`src/rtl/bus_arb_mux.sv`:
```
`default_nettype none
// ============================================================================
//  Module   : bus_arb_mux
//  Purpose  : N-input arbitrated bus mux with a valid/ready output register.
//  Revision : 1.0  initial release
// ============================================================================

module bus_arb_mux #(
    parameter int WIDTH = 32,
    parameter int N     = 4,
    parameter int IDW   = (N > 1) ? $clog2(N) : 1
) (
    input  logic               clk,
    input  logic               reset_n,
    input  logic [N-1:0]       req,
    input  logic [N*WIDTH-1:0] din,
    output logic [N-1:0]       ack,
    input  logic               mode,
    output logic [WIDTH-1:0]   dout,
    output logic [IDW-1:0]     dout_id,
    output logic               dout_valid,
    input  logic               ready
);

    localparam logic [IDW:0] N_EXT = (IDW+1)'(N);

    logic [WIDTH-1:0] dout_q,  dout_d;
    logic [IDW-1:0]   id_q,    id_d;
    logic             valid_q, valid_d;
    logic [IDW-1:0]   ptr_q,   ptr_d;

    logic             capture_en;
    logic             grant;
    logic [N-1:0]     rot_req;
    logic [N-1:0]     search_vec;
    logic [IDW-1:0]   offset;
    logic [IDW-1:0]   base;
    logic [IDW:0]     win_sum;
    logic [IDW-1:0]   winner;
    logic [IDW:0]     ptr_inc;
    logic [IDW-1:0]   ptr_next;
    logic [WIDTH-1:0] win_word;

    assign capture_en = !valid_q || ready;
    assign grant      = reset_n && capture_en && (|req);

    // rot_req[k] is the request of channel (ptr + k) mod N
    always_comb begin
        rot_req = '0;
        for (int k = 0; k < N; k++) begin
            for (int j = 0; j < N; j++) begin
                if (ptr_q == IDW'(j)) begin
                    rot_req[k] = req[(j + k) % N];
                end
            end
        end
    end

    assign search_vec = mode ? rot_req : req;
    assign base       = mode ? ptr_q : '0;

    always_comb begin
        offset = '0;
        for (int k = N - 1; k >= 0; k--) begin
            if (search_vec[k]) begin
                offset = IDW'(k);
            end
        end
    end

    assign win_sum  = {1'b0, base} + {1'b0, offset};
    assign winner   = (win_sum >= N_EXT) ? IDW'(win_sum - N_EXT) : win_sum[IDW-1:0];
    assign ptr_inc  = {1'b0, winner} + {{IDW{1'b0}}, 1'b1};
    assign ptr_next = (ptr_inc >= N_EXT) ? '0 : ptr_inc[IDW-1:0];

    always_comb begin
        ack      = '0;
        win_word = '0;
        for (int i = 0; i < N; i++) begin
            ack[i] = grant && (winner == IDW'(i));
            if (winner == IDW'(i)) begin
                win_word = din[i*WIDTH +: WIDTH];
            end
        end
    end

    // A drain and a capture on the same edge keep the register full.
    always_comb begin
        dout_d  = dout_q;
        id_d    = id_q;
        valid_d = valid_q;
        ptr_d   = ptr_q;
        if (grant) begin
            dout_d  = win_word;
            id_d    = winner;
            valid_d = 1'b1;
            ptr_d   = ptr_next;
        end else if (ready) begin
            valid_d = 1'b0;
        end
    end

    always_ff @(posedge clk or negedge reset_n) begin
        if (!reset_n) begin
            dout_q  <= '0;
            id_q    <= '0;
            valid_q <= 1'b0;
            ptr_q   <= '0;
        end else begin
            dout_q  <= dout_d;
            id_q    <= id_d;
            valid_q <= valid_d;
            ptr_q   <= ptr_d;
        end
    end

    assign dout       = dout_q;
    assign dout_id    = id_q;
    assign dout_valid = valid_q;

endmodule

`default_nettype wire

```
`config.mk`:
```
export PLATFORM = sky130hd
export DESIGN_NAME = bus_arb_mux
export DESIGN_NICKNAME = d
export VERILOG_FILES = /design/src/rtl/bus_arb_mux.sv
export SDC_FILE = /design/constraint.sdc
export NUM_CORES = 1
export LEC_CHECK = 0
export CORE_ASPECT_RATIO = 0.75
export CORE_UTILIZATION = 36
export CTS_CLUSTER_DIAMETER = 50
export DETAILED_ROUTE_END_ITERATION = 6
export PLACE_DENSITY = 0.81
export SLEW_MARGIN = 10
export SYNTH_ARGS = -nofsm -noshare
export SYNTH_HDL_FRONTEND = slang
export SYNTH_SLANG_ARGS = --single-unit
```
`constraint.sdc`:
```
create_clock -name clk -period 6.1 [get_ports clk]
set_input_delay 1.525 -clock clk [delete_from_list [all_inputs] [get_ports clk]]
set_output_delay 1.525 -clock clk [all_outputs]
set_load 0.02 [all_outputs]
```
Yosys cells after proc, flatten, opt, wreduce, memory -nomap -nowiden
Index checks and enable logic that the tools add are counted.
{"block": "op_classes", "n_addsub": 3, "magnitude_cmp": 2, "n_eq_ne": 6, "mux": 30, "reduce_logical": 12}
{"cell": "2-to-1 mux 32 bit", "count": 4}
{"cell": "2-to-1 mux 1 bit", "count": 18}
{"cell": "2-to-1 mux 2 bit", "count": 7}
{"cell": "== test 2 bit, second input constant", "count": 4}
{"cell": ">= comparator 3 bit, second input constant", "count": 2}
{"cell": "logical AND 1 bit", "count": 6}
{"cell": "== test 2 x 1 -> 1 bit, second input constant", "count": 2}
{"cell": "zero test 2 bit", "count": 2}
{"cell": "2-to-1 mux 4 bit", "count": 1}
{"cell": "OR reduction 4 bit", "count": 1}
{"cell": "adder 2 x 1 -> 3 bit, second input constant", "count": 1}
{"cell": "adder 2 x 2 -> 3 bit", "count": 1}
{"cell": "nonzero test 2 bit", "count": 1}
{"cell": "subtractor 2 x 1 -> 2 bit, second input constant", "count": 1}
{"cell": "zero test 1 bit", "count": 1}
{"cell": "logical OR 1 bit", "count": 1}
{"block": "totals", "register_bits": 37, "in_bits": 136, "output_inout_bits": 39, "elab_cells": 57}

Logic depth before layout (Yosys ltp)
Gate-level depths: netlist of the first run.
{"block": "depth", "ltp_word": 18, "depth_mapped": 17, "ltp_nobuf": 14}

Least setup slack after synthesis of the first run
No wires, ideal clock.
{"block": "synth_timing", "path_kind": "input-to-output", "from": "input mode", "to": "output ack[3]", "arrival_ps": 4136, "required_time_ps": 4575, "path_slack_ps": 439, "stages": 13, "path_buffers": 3, "path_cell_list": "buf_2 > and2_1 > a21oi_1 > o221ai_1 > o21ai_0 > and2_1 > ha_1 > xnor2_1 > xor2_1 > ha_1 > clkbuf_1 > clkbuf_1 > and2_1"}
{"block": "synth_via", "elab_chain_len": 10}
{"item": "from (decl)", "line": "18", "source": "input logic mode,"}
{"item": "2-to-1 mux 4 bit", "line": "59", "source": "assign search_vec = mode ? rot_req : req;"}
{"item": "2-to-1 mux 2 bit (4 in a row)", "line": "65", "source": "if (search_vec[k]) begin"}
{"item": "adder 2 x 2 -> 3 bit (*)", "line": "71", "source": "assign win_sum = {1'b0, base} + {1'b0, offset};"}
{"item": "via win_sum[1]", "line": "38", "source": "logic [IDW:0] win_sum;"}
{"item": ">= comparator 3 bit / subtractor 2 x 1 -> 2 bit (equally long branches)", "line": "72", "source": "assign winner = (win_sum >= N_EXT) ? IDW'(win_sum - N_EXT) : win_sum[IDW-1:0];"}
{"item": "2-to-1 mux 2 bit (*)", "line": "72"}
{"item": "== test 2 bit (*)", "line": "80", "source": "ack[i] = grant && (winner == IDW'(i));"}
{"item": "logical AND 1 bit (*)", "line": "80"}
{"item": "to (decl)", "line": "17", "source": "output logic [N-1:0] ack,"}
The timed path passes the listed nets; every way through them passes the cells marked *.

Worst setup path after layout of the first run
{"block": "layout_timing", "from": "input req[2]", "to": "output ack[1]"}
{"block": "layout_via", "elab_chain_len": 13}
{"item": "from (decl)", "line": "15", "source": "input logic [N-1:0] req,"}
{"item": "2-to-1 mux 1 bit (4 in a row)", "line": "52", "source": "if (ptr_q == IDW'(j)) begin"}
{"item": "2-to-1 mux 4 bit", "line": "59"}
{"item": "2-to-1 mux 2 bit (3 in a row)", "line": "65"}
{"item": "adder 2 x 2 -> 3 bit", "line": "71"}
{"item": ">= comparator 3 bit / subtractor 2 x 1 -> 2 bit (equally long branches)", "line": "72"}
{"item": "2-to-1 mux 2 bit", "line": "72"}
{"item": "== test 2 x 1 -> 1 bit", "line": "80"}
{"item": "logical AND 1 bit (*)", "line": "80"}
Mark *: on every way between the ends. The rest lies on a longest branch, timed or not.

==> metrics.txt, run 1 <==
total CTS buffers=5; Synth Flop Type=dfrtp_1; Die Y=75.19 µm; Area after DPL=4357 µm²; Post-synth EDFFs=0; asr flop ratio synth=100.0%; Logic pwr share=73.4%; Die ar.=7488 µm²; Crit path largest cell delay=0.58 ns; final hold slack=0.4788 ns; Leakage=1.813 nW; Chip Width=99.59 µm; clk_skew=0.006644 ns; Crit Path Class=in -> out; run status=finished, final reports clean; Ant. Diodes=0; core area=6864 µm²; row count=26; commonest non-fill, non-tap cell in the layout=clkdlybuf4s50_1; crit path DAT=4.16 ns; CP Data Required Time=4.58 ns; vias in the first global route=2669; Netlist Area Pre-Place=2571 µm²; Rel. slew slack=25.70%; HP Class=reg -> reg; Initial Util=37.46%; Final Setup Violations=0; io pins=175; first-pass GRT wire length=12720 µm; initial antenna violation count=0; Net Sw Power=0.001017 W; Layout area overhead=73.48%; H-Tree Depth=2; total grt overflow=0; number of max-cap violations=0; per-cell routed wire length=14.90 µm; antenna-violating nets left=0; clk_lat worst skew=0.28 ns; Post-Syn Area per Cell=8.060 µm²; post-route cell area=4461 µm²; postcts setup bufs=0; number of synthesized register bits=37; clk buf depth=2; Crit Path Max Fanout=6; Max VDD drop=0.0002570 V; Total GRT Usage=22.04%; clock slew at reported path FFs=0.06 ns; DR DRC count=0; internal reg-to-reg setup slack=1.82 ns; drt pass-1 iters=4; sequential area share after synthesis=36.01%; slowest CP cell=clkdlybuf4s50_1; post-route clock period utilization=93.12%; Final HPWL DP=6368 µm; Synthesized Nets=460; Port Buffer Count=174; register share of total power=19.3%; Final Hold Fails=0; Final GP Congestion=0.7685; critical path startpoint category=primary input; switching share of total power=46.78%; total power=0.002174 W; Hold Path Origin=dout[13]; cell family with most CP delay=buffers and inverters; iteration-0 DRC count of the detailed router=96; Cells after Synth=319; CP endpoint kind=output pin; worst path bufs/invs=2; max frequency=176.0 MHz; layout cell share with drive strength beyond 1=5.219%; post-synthesis cell type count=36; synth warn=0; root buf cell=clkbuf_8; crit path from=req[2]; Total Nets Final=619; Power Density=487.4 nW/µm²; Pins Over Slew Limit=0; CTS Sinks=37; WL final=8599 µm; worst r2r src=ptr_q[0]; most frequent cells in the layout=clkdlybuf4s50_1 (168), nand2_1 (44), dfrtp_1 (37); via count=2987; Cell Int Power=0.001157 W; crit path cell chain=clkdlybuf4s50_1 -> nor2b_1 -> a21oi_1 -> o221ai_1 -> o21ai_0 -> and2_1 -> ha_1 -> xnor2_2 -> xnor2_1 -> ha_1 -> and2_1 -> dlymetal6s2s_1; largest net degree at the start of global routing=70; Period minus WS final=5.680 ns; CTS tree=yes; Clk network pwr share=7.3%; setup TNS=0 ns; vias per inst=5.177; RSZ-0062 raised after global routing=false; slew at the pin closest to its max-slew limit=1.115 ns
-- cell usage after synthesis (2+ instances only) --
cell type / number / area [µm²]
nand2_1: 44 / 165.2
dfrtp_1: 37 / 925.9
a21oi_1: 34 / 170.2
nor2b_1: 34 / 212.7
a221oi_1: 31 / 271.5
nor3_1: 31 / 155.2
o21ai_0: 31 / 155.2
clkbuf_1: 17 / 63.81
buf_2: 8 / 40.04
and2_1: 6 / 37.54
ha_1: 5 / 62.56
mux2i_1: 3 / 30.03
nand2b_1: 3 / 18.77
nand3_1: 3 / 15.01
o21ai_1: 3 / 15.01
buf_4: 2 / 15.01
buf_6: 2 / 22.52
clkbuf_2: 2 / 10.01
inv_1: 2 / 7.510
nor2_1: 2 / 7.510
o211ai_1: 2 / 15.01
o221ai_1: 2 / 17.52
xnor2_1: 2 / 17.52
-- final cells by class --
cell class	instances	area (µm²)
Sequential cell	37	925.9
Multi-Input combinational cell	249	1511
Tap cell	98	122.6
Timing Repair Buffer	183	1813
Inverter	2	7.507
Clock buffer	8	80.08
Fill cell	597	2404
-- cells by family after synthesis --
family	share of synthesized area, %
buffers and inverters	6.180
AOI/OAI and AO/OA	27.83
DFF	36.01
muxes	1.606
adders and majority gates	2.433
and+or+nand+nor	24.92
xor gates and xnor gates	1.022
-- stage by stage --
stage                     setup slack, ns  cells  util, %
after detailed placement         -0.08074    569    63.47
after CTS                         0.01544    577    64.73
after floorplan                    0.4394    319        -
final                              0.4198    577    64.98
after global routing               0.2505    577    64.98
after global placement            0.03820    569    63.47
-- power by group through the flow --
stage / registers (W) / logic (W) / clock network, W
6_report: 0.000420 / 0.00160 / 0.000158
5_1_grt: 0.000437 / 0.00176 / 0.000175
4_1_cts: 0.000421 / 0.00160 / 0.000164
3_5_place_dp: 0.000425 / 0.00159 / 0
3_3_place_gp: 0.000420 / 0.00155 / 0
2_1_floorplan: 0.000532 / 0.000940 / 0
-- path summary, 6_finish.rpt --
kind	endpoint	cells past startpoint
worst min register to register	dout[13]	2
min in group asynchronous	dout[29]	2
worst max-delay path	ack[1]	12
max in group asynchronous	dout[30]	2
worst min-delay path	dout[13]	2
worst max register to register	dout[21]	16
-- state kept, by name, indices dropped and copies added (netlist names) --
name,cells
dout_valid,1
dout,32
ptr_q,2
dout_id,2
-- routing by layer --
metal,part of all wire (%),global-route usage (%),up-vias
met3,8.9,7.242,14
met5,0,0,-
met4,1.2,5.392,0
li1,-,-,1479
met2,47,38.43,137
met1,43,26.85,1357
-- tightest hold or removal path: stages (launching register included) --
cell,delay [ns]
dfrtp_1,0.34
nand2_1,0.05
o21ai_0,0.06
-- what timing repair did --
item,in CTS,in global routing
setup endpoints to repair,4,4
hold buffers,0,0
gates cloned,0,0
pin swaps,0,1
resized for setup,2,5
No activity file was read; power rests on OpenSTA's default activity.
==> run 2, diff against run 1 <==
- CORE_UTILIZATION: 36 -> 60
- DONT_BUFFER_PORTS: default -> 1
- PLACE_DENSITY: 0.81 -> 0.76
==> metrics.txt, run 2 (synthesis gave the netlist of run 1 again) <==
largest net degree at the start of global routing=70 (unchanged); Rel. slew slack=28.15% (+2.5 points); Period minus WS final=5.225 ns (-0.4550 ns); CTS tree=yes; clock slew at reported path FFs=0.07 ns (about the same); CTS Sinks=37 (unchanged); clk_lat worst skew=0.28 ns (about the same); clk buf depth=2 (unchanged); crit path DAT=3.70 ns (-0.46 ns); Pins Over Slew Limit=0 (unchanged); via count=2291 (-23%); slowest CP cell=xnor2_1; Clk network pwr share=9.8% (+2.5 points); Ant. Diodes=0 (unchanged); dpl ws=0.9084 ns (+0.9891 ns); CP endpoint kind=output pin; hold-fix buffers at CTS=0 (unchanged); Final HPWL DP=4467 µm (-30%); number of max-cap violations=0 (unchanged); RR Endpoint=dout[24]; area taken by multi-input logic gates=1496 µm² (-0.99%); clk_skew=0.002760 ns (-0.003884 ns); Total Nets Final=441 (-29%); register share of total power=30.3% (+11 points); Cell Int Power=0.0009254 W (-20%); Sequential Area=925.9 µm² (unchanged); WL final=6196 µm (-28%); Worst path depth=10 (-2); Fillers=361 (-40%); max frequency=191.4 MHz (+8.7%); most frequent CP cell=and2_1; slew at the pin closest to its max-slew limit=1.078 ns (-0.03681 ns); layout cell share with drive strength beyond 1=6.977% (+1.8 points); Die ar.=4554 µm² (-39%); root buf cell=clkbuf_8; vias in the first global route=1929 (-28%); Worst R2R Path Depth=16 (unchanged); Leakage=1.060 nW (-42%); postcts setup bufs=0 (unchanged); max reg flops=32 (unchanged); switching share of total power=50.26% (+3.5 points); crit path from=mode; total grt overflow=0 (unchanged); row count=20 (-23%); Port Buffer Count=0 (-100%); total CTS buffers=5 (unchanged); per-cell routed wire length=17.40 µm (+17%); DR DRC count=0 (unchanged); Power Density=705.4 nW/µm² (+45%); antenna-violating nets left=0 (unchanged); Die Y=58.69 µm (-22%); core area=4079 µm² (-41%); run status=finished, final reports clean; cell family with most CP delay=XOR/XNOR gates; commonest non-fill, non-tap cell in the layout=nand2_1; Final Setup Violations=0 (unchanged); iteration-0 DRC count of the detailed router=90 (-6.3%); io pins=175 (unchanged); HP Class=reg -> reg; Crit Path Class=in -> out; most frequent cells in the layout=nand2_1 (44), dfrtp_1 (37), a21oi_1 (34); RSZ-0062 raised after global routing=false; CP Data Required Time=4.58 ns (about the same); crit path capture=ack[0]; internal reg-to-reg setup slack=2.08 ns (+0.26 ns); worst path bufs/invs=0 (-2); post-route worst setup slack=0.8748 ns (+0.4550 ns); CTS resizes=0 (-2); setup TNS=0 ns (unchanged); Crit Path Max Fanout=9 (+3); drt pass-1 iters=5 (+1); Crit path largest cell delay=0.47 ns (-0.11 ns); vias per inst=6.435 (+24%); Final Hold Fails=0 (unchanged); critical path startpoint category=primary input; H-Tree Depth=2 (unchanged); Final GP Congestion=0.8390 (+9.2%); Total GRT Usage=26.70% (+4.7 points); Max VDD drop=0.0003923 V (+53%); Initial Util=63.04% (+26 points); worst r2r src=ptr_q[0]; initial antenna violation count=0 (unchanged); Layout area overhead=2.579%; post-route clock period utilization=85.66% (-7.5 points); first-pass GRT wire length=9480 µm (-25%); Net Sw Power=0.0009350 W (-8.1%); crit path cell chain=and2_1 -> a21oi_1 -> o221ai_1 -> o21ai_0 -> and2_1 -> ha_1 -> xnor2_1 -> xnor2_1 -> ha_1 -> and2_1; Chip Width=77.59 µm (-22%); Logic pwr share=59.9% (-14 points)
[run 2: worst min-delay path by stage]
stage	startpoint	cells after the start	slack, ns	to
2_1_floorplan	ptr_q[1]	2	0.54	ptr_q[1]
6_report	dout[25]	2	0.63	dout[25]
4_1_cts	dout[1]	2	0.63	dout[1]
3_5_place_dp	dout[1]	2	0.61	dout[1]
5_1_grt	dout[16]	2	0.66	dout[16]
3_3_place_gp	dout[1]	2	0.61	dout[1]
[run 2: metrics by stage]
stage | total power, W | instances | area, µm² | hold WS [ns] | util [%]
floorplan | 0.001472 | 319 | 2571 | 0.5446 | -
CTS | 0.001868 | 356 | 2638 | 0.6302 | 64.66
global route | 0.002039 | 356 | 2638 | 0.6596 | 64.66
detailed placement | 0.001685 | 348 | 2536 | 0.6138 | 62.18
global placement | 0.001643 | 348 | 2536 | 0.6086 | 62.18
finish | 0.001860 | 356 | 2638 | 0.6270 | 64.66
[run 2: final cells by class]
class,instances,share of cell area (%)
Sequential cell,37,35.10
Timing Repair Buffer,5,1.423
Multi-Input combinational cell,249,56.74
Tap cell,55,2.609
Clock buffer,7,3.653
Clock inverter,1,0.1898
Inverter,2,0.2846
[run 2: worst register-to-register path, delay by kind of cell, from the launching register on]
family	cells	cell delay, ns
AO/OA/AOI/OAI	4	0.65
flip-flops	1	0.57
adder cells (fa/ha/maj)	2	0.42
buffers and inverters	2	0.56
AND/OR/NAND/NOR	5	0.59
XOR/XNOR	2	0.71
multiplexers	1	0.38
[run 2: metal layers]
layer / GRT usage (%) / up-vias / part of all wire, %
li1: - / 1125 / -
met1: 33.30 / 1056 / 42
met2: 47.79 / 104 / 50
met3: 6.357 / 6 / 7.5
met4: 5.660 / 0 / 0.68
met5: 0 / - / 0
[run 2: power by group through the flow]
stage,registers [W],logic (W),clock network [W]
2_1_floorplan,0.000532,0.000940,0
3_3_place_gp,0.000569,0.00107,0
3_5_place_dp,0.000571,0.00111,0
4_1_cts,0.000566,0.00112,0.000187
5_1_grt,0.000576,0.00126,0.000200
6_report,0.000563,0.00112,0.000182
==> RTL edit (settings of run 2) <==
Change the parameter `WIDTH` from 32 to 24.
--- a/src/rtl/bus_arb_mux.sv
+++ b/src/rtl/bus_arb_mux.sv
@@ -6,7 +6,7 @@
 // ============================================================================
 
 module bus_arb_mux #(
-    parameter int WIDTH = 32,
+    parameter int WIDTH = 24,
     parameter int N     = 4,
     parameter int IDW   = (N > 1) ? $clog2(N) : 1
 ) (
Ports: changed (resized din and dout); port bits go from 175 to 135. No check against the original RTL was run, so the function may have changed too.
==> RTL edit against run 2 <==
  * Critical endpoint is now ack[3]
  * Sequential cell count decreased by 8
  * Wire length fell by 22%
  * Synthesized cell count decreased by 21%
  * Worst setup slack better by 2.1 ps
  * Cell area shrank 18%
  * Non-clock buffer count shrank 1
  * Total power decreased by 15%
  * Synthesized area is 19% lower
==> RTL edit: results (changes against run 2) <==
Placed design
  • DP Area: 0.00207 mm² (-18%)
  • Worst slack, placed: 914 ps (+5.87 ps)
  • Dpl cells: 273 (-22%)
  • HPWL Detailed: 3500 µm (-22%)
  • Gp weighted congestion: 0.883 (+5.2%)

Global routing
  • Met3 Track Usage GR: 8.38% (+2.0 points)
  • Global routing usage on met2: 43.9% (-3.9 points)
  • Total track usage: 26.6% (-0.098 points)
  • Global routing usage on met1: 34.9% (+1.6 points)
  • First-pass GRT wire length: 7690 µm (-19%)
  • Largest net degree at the start of global routing: 50 (-29%)
  • Vias in the first global route: 1639 (-15%)

Hold path
  • Hold Crit Start: dout[22]
  • Hold EP: dout[22]
  • Hold Path Class: register to register

Routing
  • Via count: 1841 (-20%)
  • Post-Route WL: 4830 µm (-22%)
  • First-pass DRT Iterations: 4 (-1)
  • Met2 WL post-DR: 2290 µm (-26%)
  • Met1 WL: 2100 µm (-19%)
  • First DRT Iteration DRCs: 97 (+7.8%)

Run status
  • Run status: finished, final reports clean

Synthesis
  • Synth unique cells: 35 (-2.8%)
  • Syn_nets: 362 (-21%)
  • Mux contribution to synthesized area: 3.59% (+2.0 points)
  • Synth top area cells: dfrtp_1 (35%), a21oi_1 (12%), a221oi_1 (9.6%), nor2b_1 (7.8%), nor3_1 (5.5%)
  • Avg Cell Area, Syn: 8.26 µm² (+2.5%)
  • Adder-Cell Fraction of Synth Area: 2.99% (+0.56 points)
  • Synth cell count leaders: a21oi_1 (49), dfrtp_1 (29), nor2_1 (26), nor2b_1 (26)

Worst setup path
  • Worst Reg-to-Reg Cells: 15 (-1)
  • RR Endpoint: dout[14]
  • CP peak stage delay: 410 ps (-60 ps)
  • Crit path to: ack[3]

STA
  • Min Tclk post-route: 5220 ps (-2.08 ps)
  • Min Hold Slack: 656 ps (+29.4 ps)
  • Worst slew margin: 33.0% (+4.8 points)

Power and ir drop
  • Worst vdd ir: 405 µV (+3.1%)
  • LEAKAGE: 0.836 nW (-21%)

Layout
  • Finished Layout Cells: 281 (-21%)
  • Largest register FFs: 24 (-25%)
  • Layout cells sized above 1: 9.96% (+3.0 points)

Clock network
  • CTS clk-pin slew, worst paths: 60 ps
-- RTL edit: cell types whose count changed after synthesis, sizes merged, moves of 4 or more --
cell and change:
nand2 -38, dfrtp -8, nor2 +23, nor2b -8
clkbuf -4, nor3 -8, a221oi -8, o21ai -31
a21oi +16
-- RTL edit: area by class of cell --
cell class	instances	area (µm²)
clock inverter	2	10.0
fill	300	1150
clock buffer	6	72.6
tap	40	50.0
inverter	5	18.8
multi-input combinational	195	1250
timing repair buffer	4	30.0
sequential	29	726
-- RTL edit: kinds of logic after synthesis --
logic type,Yosys count
simple gates,94
compound gates,86
buf+inv,29
flops,29
mux,7
fa+ha+maj,5
xor+xnor,3
-- RTL edit: power breakdown --
part           switching [W]  total [W]  leakage, nW  internal, W
Clock              0.0000688   0.000148       0.0450    0.0000788
Combinational       0.000538   0.000952        0.458     0.000414
Sequential          0.000195   0.000484        0.334     0.000289
Total               0.000801    0.00158        0.836     0.000782
